<file path="config.mk">
export PLATFORM = sky130hd
export DESIGN_NAME = uart_tx_responder
export DESIGN_NICKNAME = d
export VERILOG_FILES = /design/src/rtl/uart_tx_pkg.sv /design/src/rtl/uart_tx_fifo.sv /design/src/rtl/uart_tx_responder.sv
export SDC_FILE = /design/constraint.sdc
export NUM_CORES = 1
export LEC_CHECK = 0
export ABC_AREA = 1
export BUFFER_PORTS_ARGS = -buffer_cell sky130_fd_sc_hd__buf_4
export CAP_MARGIN = 20
export CORE_MARGIN = 5
export CORE_UTILIZATION = 35
export DETAILED_ROUTE_END_ITERATION = 6
export PLACE_DENSITY_LB_ADDON = 0.08
export SKIP_LAST_GASP = 1
export SLEW_MARGIN = 25
export SYNTH_ARGS = -nofsm -noshare
export SYNTH_HDL_FRONTEND = slang
export SYNTH_HIERARCHICAL = 1
export SYNTH_SLANG_ARGS = --single-unit
</file>
<file path="constraint.sdc">
create_clock -name clk -period 4.9 [get_ports clk]
set_input_delay 0.245 -clock clk [delete_from_list [all_inputs] [get_ports clk]]
set_output_delay 0.245 -clock clk [all_outputs]
set_load 0.005 [all_outputs]
</file>
<file path="src/rtl/uart_tx_pkg.sv">
// Shared definitions for the UART transmit responder:
// register map, status bit positions, reset values and shifter states.
package uart_tx_pkg;

    localparam int DATA_W = 8;

    localparam logic [2:0] A_RBR_THR = 3'd0;
    localparam logic [2:0] A_IER     = 3'd1;
    localparam logic [2:0] A_IIR_FCR = 3'd2;
    localparam logic [2:0] A_LCR     = 3'd3;
    localparam logic [2:0] A_MCR     = 3'd4;
    localparam logic [2:0] A_LSR     = 3'd5;
    localparam logic [2:0] A_MSR     = 3'd6;
    localparam logic [2:0] A_SCR     = 3'd7;
    localparam logic [2:0] A_DLL     = 3'd0;
    localparam logic [2:0] A_DLM     = 3'd1;

    localparam int LSR_TEMT  = 6;
    localparam int LSR_THRE  = 5;
    localparam int IER_ETBEI = 1;
    localparam int FCR_EN    = 0;
    localparam int FCR_TXCLR = 2;
    localparam int LCR_DLAB  = 7;
    localparam int LCR_BRK   = 6;
    localparam int LCR_STB   = 2;

    localparam logic [7:0] LCR_RST = 8'h00;
    localparam logic [7:0] DL_RST  = 8'h00;
    localparam logic [7:0] REG_RST = 8'h00;

    typedef enum logic [1:0] {
        ST_IDLE,
        ST_START,
        ST_DATA,
        ST_STOP
    } tx_state_e;

    // Index of the last data bit for the LCR word-length field.
    function automatic logic [2:0] last_data_idx(input logic [1:0] wls);
        return {1'b0, wls} + 3'd4;
    endfunction

endpackage

</file>
<file path="src/rtl/uart_tx_fifo.sv">
// Synchronous byte FIFO for the transmit path.
// Ports: clk/rst, push/pop/clear, wdata/rdata, full/empty/count.
module uart_tx_fifo
    import uart_tx_pkg::*;
#(
    parameter int DEPTH = 16,
    localparam int AW = $clog2(DEPTH)
) (
    input  logic              clk,
    input  logic              rst,
    input  logic              push,
    input  logic              pop,
    input  logic              clear,
    input  logic [DATA_W-1:0] wdata,
    output logic [DATA_W-1:0] rdata,
    output logic              full,
    output logic              empty,
    output logic [AW:0]       count
);

    logic [DATA_W-1:0] mem [DEPTH];
    logic [AW-1:0]     wptr;
    logic [AW-1:0]     rptr;
    logic [AW:0]       cnt;
    logic              do_push;
    logic              do_pop;

    assign empty   = (cnt == '0);
    assign full    = (cnt == (AW+1)'(DEPTH));
    assign count   = cnt;
    assign rdata   = mem[rptr];
    // A pop in the same cycle frees the slot a full push needs.
    assign do_pop  = pop & ~empty;
    assign do_push = push & (~full | do_pop);

    always_ff @(posedge clk) begin
        if (rst || clear) begin
            wptr <= '0;
            rptr <= '0;
            cnt  <= '0;
        end else begin
            if (do_push) wptr <= wptr + 1'b1;
            if (do_pop)  rptr <= rptr + 1'b1;
            case ({do_push, do_pop})
                2'b10:   cnt <= cnt + 1'b1;
                2'b01:   cnt <= cnt - 1'b1;
                default: cnt <= cnt;
            endcase
        end
    end

    always_ff @(posedge clk) begin
        if (do_push && !clear) mem[wptr] <= wdata;
    end

endmodule

</file>
<file path="src/rtl/uart_tx_responder.sv">
// 16750-style UART register responder, transmit side only.
// Ports: clk, rst, baudce, bus cs/wr/rd/a/din/dout, intr (THRE), sout.
module uart_tx_responder
    import uart_tx_pkg::*;
#(
    parameter int FIFO_DEPTH = 16
) (
    input  logic       clk,
    input  logic       rst,
    input  logic       baudce,
    input  logic       cs,
    input  logic       wr,
    input  logic       rd,
    input  logic [2:0] a,
    input  logic [7:0] din,
    output logic [7:0] dout,
    output logic       intr,
    output logic       sout
);

    localparam int AW = $clog2(FIFO_DEPTH);

    logic wr_q;
    logic rd_q;
    logic we;
    logic re;

    logic [7:0] lcr;
    logic [7:0] dll;
    logic [7:0] dlm;
    logic [7:0] mcr;
    logic [7:0] scr;
    logic       ier_etbei;
    logic       fcr_en;
    logic       dlab;

    logic wr_thr;
    logic wr_ier;
    logic ier_rise;
    logic iir_rd;

    logic              fifo_push;
    logic              fifo_pop;
    logic              fifo_clr;
    logic [DATA_W-1:0] fifo_rdata;
    logic              fifo_full;
    logic              fifo_empty;
    logic [AW:0]       fifo_cnt;
    logic [AW:0]       eff_depth;

    logic thre_ip;
    logic empty_q;
    logic thre_set;

    logic [15:0] divisor;
    logic [15:0] pcnt;
    logic [3:0]  tcnt;
    logic        div_zero;
    logic        tick;
    logic        bit_end;

    tx_state_e   state;
    tx_state_e   state_nxt;
    logic [2:0]  bcnt;
    logic [7:0]  shreg;
    logic        data_last;
    logic        stop_last;
    logic        line;

    logic [7:0] rdata;
    logic [7:0] lsr;
    logic [7:0] iir;

    // Strobes commit once, on the first cycle they are seen.
    assign we   = cs & wr & ~wr_q;
    assign re   = cs & rd & ~rd_q;
    assign dlab = lcr[LCR_DLAB];

    always_ff @(posedge clk) begin
        if (rst) begin
            wr_q <= 1'b0;
            rd_q <= 1'b0;
        end else begin
            wr_q <= cs & wr;
            rd_q <= cs & rd;
        end
    end

    assign wr_thr   = we & (a == A_RBR_THR) & ~dlab;
    assign wr_ier   = we & (a == A_IER) & ~dlab;
    assign ier_rise = wr_ier & din[IER_ETBEI] & ~ier_etbei;
    assign iir_rd   = re & (a == A_IIR_FCR);
    assign fifo_clr = we & (a == A_IIR_FCR) & din[FCR_TXCLR];

    always_ff @(posedge clk) begin
        if (rst) begin
            lcr       <= LCR_RST;
            dll       <= DL_RST;
            dlm       <= DL_RST;
            mcr       <= REG_RST;
            scr       <= REG_RST;
            ier_etbei <= 1'b0;
            fcr_en    <= 1'b0;
        end else if (we) begin
            case (a)
                A_RBR_THR: if (dlab) dll <= din;
                A_IER: begin
                    if (dlab) dlm <= din;
                    else      ier_etbei <= din[IER_ETBEI];
                end
                A_IIR_FCR: fcr_en <= din[FCR_EN];
                A_LCR:     lcr <= din;
                A_MCR:     mcr <= din;
                A_SCR:     scr <= din;
                default:   ;
            endcase
        end
    end

    // With the FIFO disabled only one byte may wait behind the shifter.
    assign eff_depth = fcr_en ? (AW+1)'(FIFO_DEPTH) : (AW+1)'(1);
    assign fifo_push = wr_thr &
                       (((fifo_cnt < eff_depth) & ~fifo_full) | fifo_pop);

    uart_tx_fifo #(
        .DEPTH (FIFO_DEPTH)
    ) u_fifo (
        .clk   (clk),
        .rst   (rst),
        .push  (fifo_push),
        .pop   (fifo_pop),
        .clear (fifo_clr),
        .wdata (din),
        .rdata (fifo_rdata),
        .full  (fifo_full),
        .empty (fifo_empty),
        .count (fifo_cnt)
    );

    // An accepted THR write empties nothing, so it overrides a set;
    // a set overrides an IIR-read clear.
    assign thre_set = (fifo_empty & ~empty_q) | (ier_rise & fifo_empty);

    always_ff @(posedge clk) begin
        if (rst) begin
            empty_q <= 1'b1;
            thre_ip <= 1'b0;
        end else begin
            empty_q <= fifo_empty;
            if (fifo_push)     thre_ip <= 1'b0;
            else if (thre_set) thre_ip <= 1'b1;
            else if (iir_rd)   thre_ip <= 1'b0;
        end
    end

    assign intr = ier_etbei & thre_ip;

    // Baud prescaler: one tick every divisor enabled cycles.
    assign divisor  = {dlm, dll};
    assign div_zero = (divisor == 16'd0);
    assign tick     = baudce & ~div_zero & (pcnt >= divisor - 16'd1);
    assign bit_end  = tick & (tcnt == 4'hF);

    always_ff @(posedge clk) begin
        if (rst || fifo_pop) begin
            pcnt <= '0;
            tcnt <= '0;
        end else if (tick) begin
            pcnt <= '0;
            tcnt <= tcnt + 4'd1;
        end else if (baudce && !div_zero) begin
            pcnt <= pcnt + 16'd1;
        end
    end

    // >= keeps a mid-frame word-length shrink from stalling.
    assign data_last = (bcnt >= last_data_idx(lcr[1:0]));
    assign stop_last = (bcnt >= {2'b00, lcr[LCR_STB]});

    always_comb begin
        state_nxt = state;
        fifo_pop  = 1'b0;
        case (state)
            ST_IDLE: begin
                if (!fifo_empty) begin
                    fifo_pop  = 1'b1;
                    state_nxt = ST_START;
                end
            end
            ST_START: begin
                if (bit_end) state_nxt = ST_DATA;
            end
            ST_DATA: begin
                if (bit_end && data_last) state_nxt = ST_STOP;
            end
            ST_STOP: begin
                if (bit_end && stop_last) begin
                    if (!fifo_empty) begin
                        fifo_pop  = 1'b1;
                        state_nxt = ST_START;
                    end else begin
                        state_nxt = ST_IDLE;
                    end
                end
            end
            default: state_nxt = ST_IDLE;
        endcase
    end

    always_ff @(posedge clk) begin
        if (rst) begin
            state <= ST_IDLE;
            bcnt  <= '0;
            shreg <= '0;
        end else begin
            state <= state_nxt;
            if (fifo_pop) begin
                shreg <= fifo_rdata;
                bcnt  <= '0;
            end else if (bit_end) begin
                case (state)
                    ST_DATA: begin
                        shreg <= shreg >> 1;
                        bcnt  <= data_last ? 3'd0 : bcnt + 3'd1;
                    end
                    ST_STOP: bcnt <= bcnt + 3'd1;
                    default: bcnt <= '0;
                endcase
            end
        end
    end

    always_comb begin
        line = 1'b1;
        case (state)
            ST_START: line = 1'b0;
            ST_DATA:  line = shreg[0];
            default:  line = 1'b1;
        endcase
    end

    // Break pulls the pin low while the shifter keeps its timing.
    assign sout = line & ~lcr[LCR_BRK];

    always_comb begin
        lsr = 8'h00;
        lsr[LSR_TEMT] = fifo_empty & (state == ST_IDLE);
        lsr[LSR_THRE] = fifo_empty;
    end

    assign iir = {fcr_en, fcr_en, 4'b0000, thre_ip ? 2'b10 : 2'b01};

    always_comb begin
        rdata = 8'h00;
        case (a)
            A_RBR_THR: rdata = dlab ? dll : 8'h00;
            A_IER:     rdata = dlab ? dlm : {6'b0, ier_etbei, 1'b0};
            A_IIR_FCR: rdata = iir;
            A_LCR:     rdata = lcr;
            A_MCR:     rdata = mcr;
            A_LSR:     rdata = lsr;
            A_MSR:     rdata = 8'h00;
            A_SCR:     rdata = scr;
            default:   rdata = 8'h00;
        endcase
    end

    always_ff @(posedge clk) begin
        if (rst)     dout <= 8'h00;
        else if (cs) dout <= rdata;
    end

endmodule

</file>
# [Word level (Yosys, flattened, before mapping)]
# Memories as Yosys holds them, arrays and structs flattened. A register that Yosys moved wholly into a read port is not among the register bits.
# Cells that the tools add are included.
# Widths: inputs -> output; s select.
[word_totals] ram_bits=128 regBits=100 n_memories=1 input_bits=17 out_inout_bits=10
[memory_table] memory="u_fifo.mem" words=16 width=8 rd=1 rd_clocked_by_memory_dff=1 write_ports=1 line="uart_tx_fifo.sv:21" source="logic [DATA_W-1:0] mem [DEPTH];"
[classes] order_cmp=4 bitwise_logic=37 n_addsub=9 eq_ne=18 reduce_logical=28 muxes=27
[op_table] operator="$pmux 8 s8" count=1
[op_table] operator="$mux 8" count=5
[op_table] operator="$and 1x1->1" count=25
[op_table] operator="$add 16x1->16 const B" count=1
[op_table] operator="$ge 16x16->1" count=1
[op_table] operator="$logic_not 16->1" count=1
[op_table] operator="$sub 16x1->16 const B" count=1
[op_table] operator="$add 4x1->4 const B" count=3
[op_table] operator="$eq 3x3->1 const B" count=4
[op_table] operator="$mux 2" count=5
[op_table] operator="$pmux 5 s2" count=1
[op_table] operator="$reduce_and 2->1" count=5
[op_table] operator="$not 1->1" count=9
[op_table] operator="$reduce_and 3->1" count=3
[op_table] operator="$mux 4" count=2
[op_table] operator="$ne 2x2->1 const B" count=4
[op_table] operator="$pmux 2 s4" count=1
[op_table] operator="$reduce_bool 2->1" count=4
[op_table] operator="$mux 1" count=7
[op_table] operator="$eq 2x2->1 const B" count=3
[op_table] operator="$eq 3x2->1 const B" count=2
[op_table] operator="$pmux 3 s2" count=1
[op_table] operator="$reduce_or 2->1" count=3
[op_table] operator="$add 5x1->5 const B" count=1
[op_table] operator="other kinds (21)" count=30

# [Longest topological paths before layout]
[depth] depth_word=14 mapped_depth=30 mapped_depth_nobuf=30

# [Hierarchy]
# The synthesis kept the hierarchy.
[by_module_without_submodules] mod="uart_tx_fifo" seq_area_each_um2=4184.0 cells_each=540 instances=1 area_per_inst_um2=6234.7
[by_module_without_submodules] mod="uart_tx_responder" seq_area_each_um2=1741.7 cells_each=652 instances=1 area_per_inst_um2=4708.3

# [Worst setup path before layout]
# No wires, ideal clock.
[synth_timing] path_kind="register to register" from="reg dll[0]" to="reg u_fifo.cnt[3] (netlist: u_fifo/count[3])" stages_incl_launch_ff=27 t_arrival_ns=4.107 setup_time_ns=0.116 slack_ns=0.678 n_path_buf=0 synth_period_minus_slack_ns=4.222 path_cell_list="dfxtp_1 -> inv_1 -> nand3_1 -> nor3_1 -> nand4_1 -> nor3_2 -> inv_1 -> nor3_1 -> xnor2_1 -> ha_1 -> nand2_1 -> nor3_1 -> nand2_1 -> nand2_1 -> nand4_4 -> o21bai_4 -> nand2_4 -> a21oi_1 -> inv_1 -> nand2_8 -> inv_1 -> ha_1 -> a21oi_1 -> nand2_1 -> xor2_1 -> nor2_1 -> nor2_1"
[synth_between] elab_chain_cells=13 elab_cells_between_ends=19 cone_classes="add/sub (1); order compare (1); eq/ne (2); mux (3); bitwise (9); reduce/logical (3)"
[synth_lines] element="start: declaration" line="uart_tx_responder.sv:29" source="logic [7:0] dll;"
[synth_lines] element="start signal: assignment" line="uart_tx_responder.sv:106" source="A_RBR_THR: if (dlab) dll <= din;"
[synth_lines] element="branches (longest 3 deep; another with $sub 16x1->16)"
[synth_lines] element="$and 1x1->1 *" line="uart_tx_responder.sv:161" source="assign tick = baudce & ~div_zero & (pcnt >= divisor - 16'd1);"
[synth_lines] element="$and 1x1->1 *" line="uart_tx_responder.sv:162" source="assign bit_end = tick & (tcnt == 4'hF);"
[synth_lines] element="$logic_and 1x1->1 *" line="uart_tx_responder.sv:197" source="if (bit_end && stop_last) begin"
[synth_lines] element="$mux 1 *" line="uart_tx_responder.sv:197"
[synth_lines] element="$pmux 1 s2 *" line="uart_tx_responder.sv:183" source="case (state)"
[synth_lines] element="$or 1x1->1 *" line="uart_tx_responder.sv:123" source="(((fifo_cnt < eff_depth) & ~fifo_full) | fifo_pop);"
[synth_lines] element="$and 1x1->1 *" line="uart_tx_responder.sv:122" source="assign fifo_push = wr_thr &"
[synth_lines] element="net fifo_push" line="uart_tx_responder.sv:42" source="logic fifo_push;"
[synth_lines] element="$and 1x1->1 *" line="uart_tx_fifo.sv:34" source="assign do_push = push & (~full | do_pop);"
[synth_lines] element="$eq 2x1->1 / $eq 2x2->1 (equally long branches)" line="uart_tx_fifo.sv:44" source="case ({do_push, do_pop})"
[synth_lines] element="$pmux 5 s2 / $reduce_bool 2->1 (equally long branches)"
[synth_lines] element="end signal: assignment" line="uart_tx_fifo.sv:45" source="2'b10: cnt <= cnt + 1'b1;"
[synth_lines] element="end signal: assignment" line="uart_tx_fifo.sv:46" source="2'b01: cnt <= cnt - 1'b1;"
[synth_lines] element="end signal: assignment" line="uart_tx_fifo.sv:47" source="default: cnt <= cnt;"
[synth_lines] element="end: declaration" line="uart_tx_fifo.sv:24" source="logic [AW:0] cnt;"
# Mark *: on every way through the listed nets, which the timed path passes.
# A chain may end at the register's enable or synchronous reset.

# [Worst setup path in the final report]
[layout_timing] from="reg dll[2]" to="reg u_fifo.cnt[3] (netlist: u_fifo/count[3])"
# Same word-level chain as after synthesis.

==> metrics.cfg <==
[run]
max_cap_violations=0

[sta]
final-hold-violation-count=0
finalSetupTns_ns=0
max_freq_mhz=228.6
tightest_slew_ns=0.9315
layout_min_cycle_time_ns=4.374
setup-violations-final=0
max-slew-margin-rel_pct=37.90
finalMaxSlewViolations=0
share_of_the_cycle_needed_by_the_critical_path_after_routing_pct=89.27
setup_repair_after_global_routing_missed_its_margin=no
post-route-worst-setup-slack_ns=0.5257
fin_hold_ws_ns=0.03217
finalClockSkew_ns=0.007708

[logic_synthesis]
post_synth_most_frequent_cells=inv_1, nand2_1, edfxtp_1
syn_area_um2=10940
ys_seq_elements=232
ys_dominant_reg_cell=edfxtp_1
largest_area_contributor_in_the_netlist=edfxtp_1
synth_top_area_share_pct=35.12
synth-edff-count=128
synth.yosys.seq_area_share_pct=54.15
netlist_instances=1192
syn_avg_cell_area_um2=9.180
netlist_top_cells_area=edfxtp_1, dfxtp_1, inv_1
async_reset_ff_share_pct=0
synthesis_warning_total=6
syn_nets=1247
yosysMostFrequentCell=inv_1
synth.lib_cells_used.distinct=48

[die]
die-height_um=186.8
i_o_pins=27
placementRows=64
dieWidth_um=186.8
die_footprint_um2=34900
initial_utilization_pct=35.59
core_um2=30750

[global_routing]
maximum_number_of_pins_on_one_net_before_global_route_repair=98
grt_use_total_pct=16.02
wire_length_of_the_first_global_routing_pass_um=44860
first_global_vias=7931
gr-total-overflow=0
grt_antenna_before_repair=0

[clocking]
cts_htree_levels=1
clock_tree.buffer_depth=3
clk-insertion-delay-late_ns=0.53
cts_tree=built
cts.sinks=232
root_buffer=clkbuf_16
path_clk_slew_ns=0.06
cts-buffers-inserted=28

[worst_setup_path]
critical_path_required_ns=5.33
family_with_the_most_delay_on_the_worst_path=simple AND/OR/NAND/NOR gates
timing.critical_path.slowest_stage_cell=dfxtp_1
timing.rr.start=dll[2]
rrSetupSlack_ns=0.53
cp-end-kind=register
setup.worst_path.class=register to register
worst_ep_arrival_time_ns=4.80
worst-path-max-fanout=6
setup.worst_path.start=dll[2]
cp-start-kind=register
critical-path-max-stage-delay_ns=0.36
cp.buffers_inverters=4

[route]
post_route_drc=0
drt-vias-per-instance=4.931
drt_iter0_drc=490
drt.antenna.violating_nets=0
wl_per_cell_um=17.20
via_count=8181
dr_pass1_iterations=5
totalWireLength_um=28530

[final_layout]
drive_gt1_share_pct=11.72
num-nets-final=1296
max_flop_register=u_fifo/mem
largest_reg_flops=128
n_antenna_cell=0
largestRegisters=u_fifo/mem: 128 flops, pcnt: 16 flops
syn2layout_area_growth_pct=15.09

[pwr]
maximum_vdd_ir_drop_uv=215.5
power-per-cell-area_nw_per_um2=384.7
final_total_pwr_mw=4.845
total_leakage_power_nw=5.119

[placement]
placement.io_buffers=26
detailedPlace.worstSlack_ns=0.3318
gp_congestion=0.7839
post-dp-hpwl_um=18650

[status]
run_status=finished clean

[hold_path]
hold_path.class=input port to register
hold_path_startpoint=rst

## through the flow
step	instances	instance area (um^2)	util, %
floorplan	1192	10940	-
global placement	1601	11620	37.79
detailed placement	1601	11620	37.79
CTS	1655	12550	40.81
global route	1659	12590	40.96
finish	1659	12590	40.96
## kinds of logic after synthesis
family                   after synthesis  synth area share (%)
AO/OA/AOI/OAI                        258                 13.27
flip-flops                           232                 54.15
XOR/XNOR                              30                 2.401
buffers and inverters                219                 8.141
AND/OR/NAND/NOR                      415                 17.62
adder cells (fa/ha/maj)               38                 4.413
## report_power, final
group / leakage, nW / switching (mW) / internal [mW]
Clock: 0.458 / 0.824 / 1.21
Combinational: 2.67 / 0.399 / 0.221
Sequential: 1.99 / 0.0768 / 2.11
## cells in the final DEF, fill, tap and decap left out, types with 3 or more instances in the layout
| master | count |
|---|---|
| nor3_2 | 3 |
| nand2_4 | 5 |
| o211ai_1 | 35 |
| dfxtp_1 | 102 |
| clkbuf_16 | 29 |
| nand4_1 | 8 |
| clkinv_2 | 12 |
| nand3_1 | 92 |
| xor2_1 | 24 |
| inv_1 | 168 |
| a221oi_1 | 6 |
| nand2_1 | 157 |
| o21ai_0 | 101 |
| clkbuf_1 | 3 |
| nor3_1 | 10 |
| or2_2 | 5 |
| nor2_1 | 113 |
| clkinv_1 | 4 |
| inv_2 | 8 |
| o21ai_1 | 4 |
| edfxtp_1 | 128 |
| nand3_2 | 3 |
| a31oi_1 | 3 |
| a21oi_1 | 97 |
| ha_1 | 37 |
| buf_4 | 54 |
| xnor2_1 | 6 |
| nor2_4 | 5 |
| o221ai_1 | 4 |
## routing by layer
metal  routed length, um  part of all wire [%]  global-route usage [%]
met1               13680                    48                   22.65
met2               13280                    47                   26.38
met3                 972                   3.4                   2.128
met4                 597                   2.1                   3.641
met5                   0                     0                       0
## path summary, 6_finish.rpt
kind | to | cells after the start
max | u_fifo/count[3] | 26
min | shreg[0] | 2
min reg2reg | mcr[7] | 2
max reg2reg | u_fifo/count[3] | 26
## timing repair
item | CTS | global route
setup buffers | 0 | 4
hold endpoints to repair | 2 | 0
gates resized for setup | 0 | 3
hold buffers | 2 | 0
setup endpoints to repair | 0 | 87
## layout make-up
cell class              count  area (um^2)
clock buffers              34        764.5
well taps                 396        495.5
multi-input cells         741         4138
inverters                 182        696.9
flip-flops and latches    232         5931
fillers                  3182        18150
repair buffers             56        425.4
clock inverters            18        143.9
(Power assumes the default switching activity.)
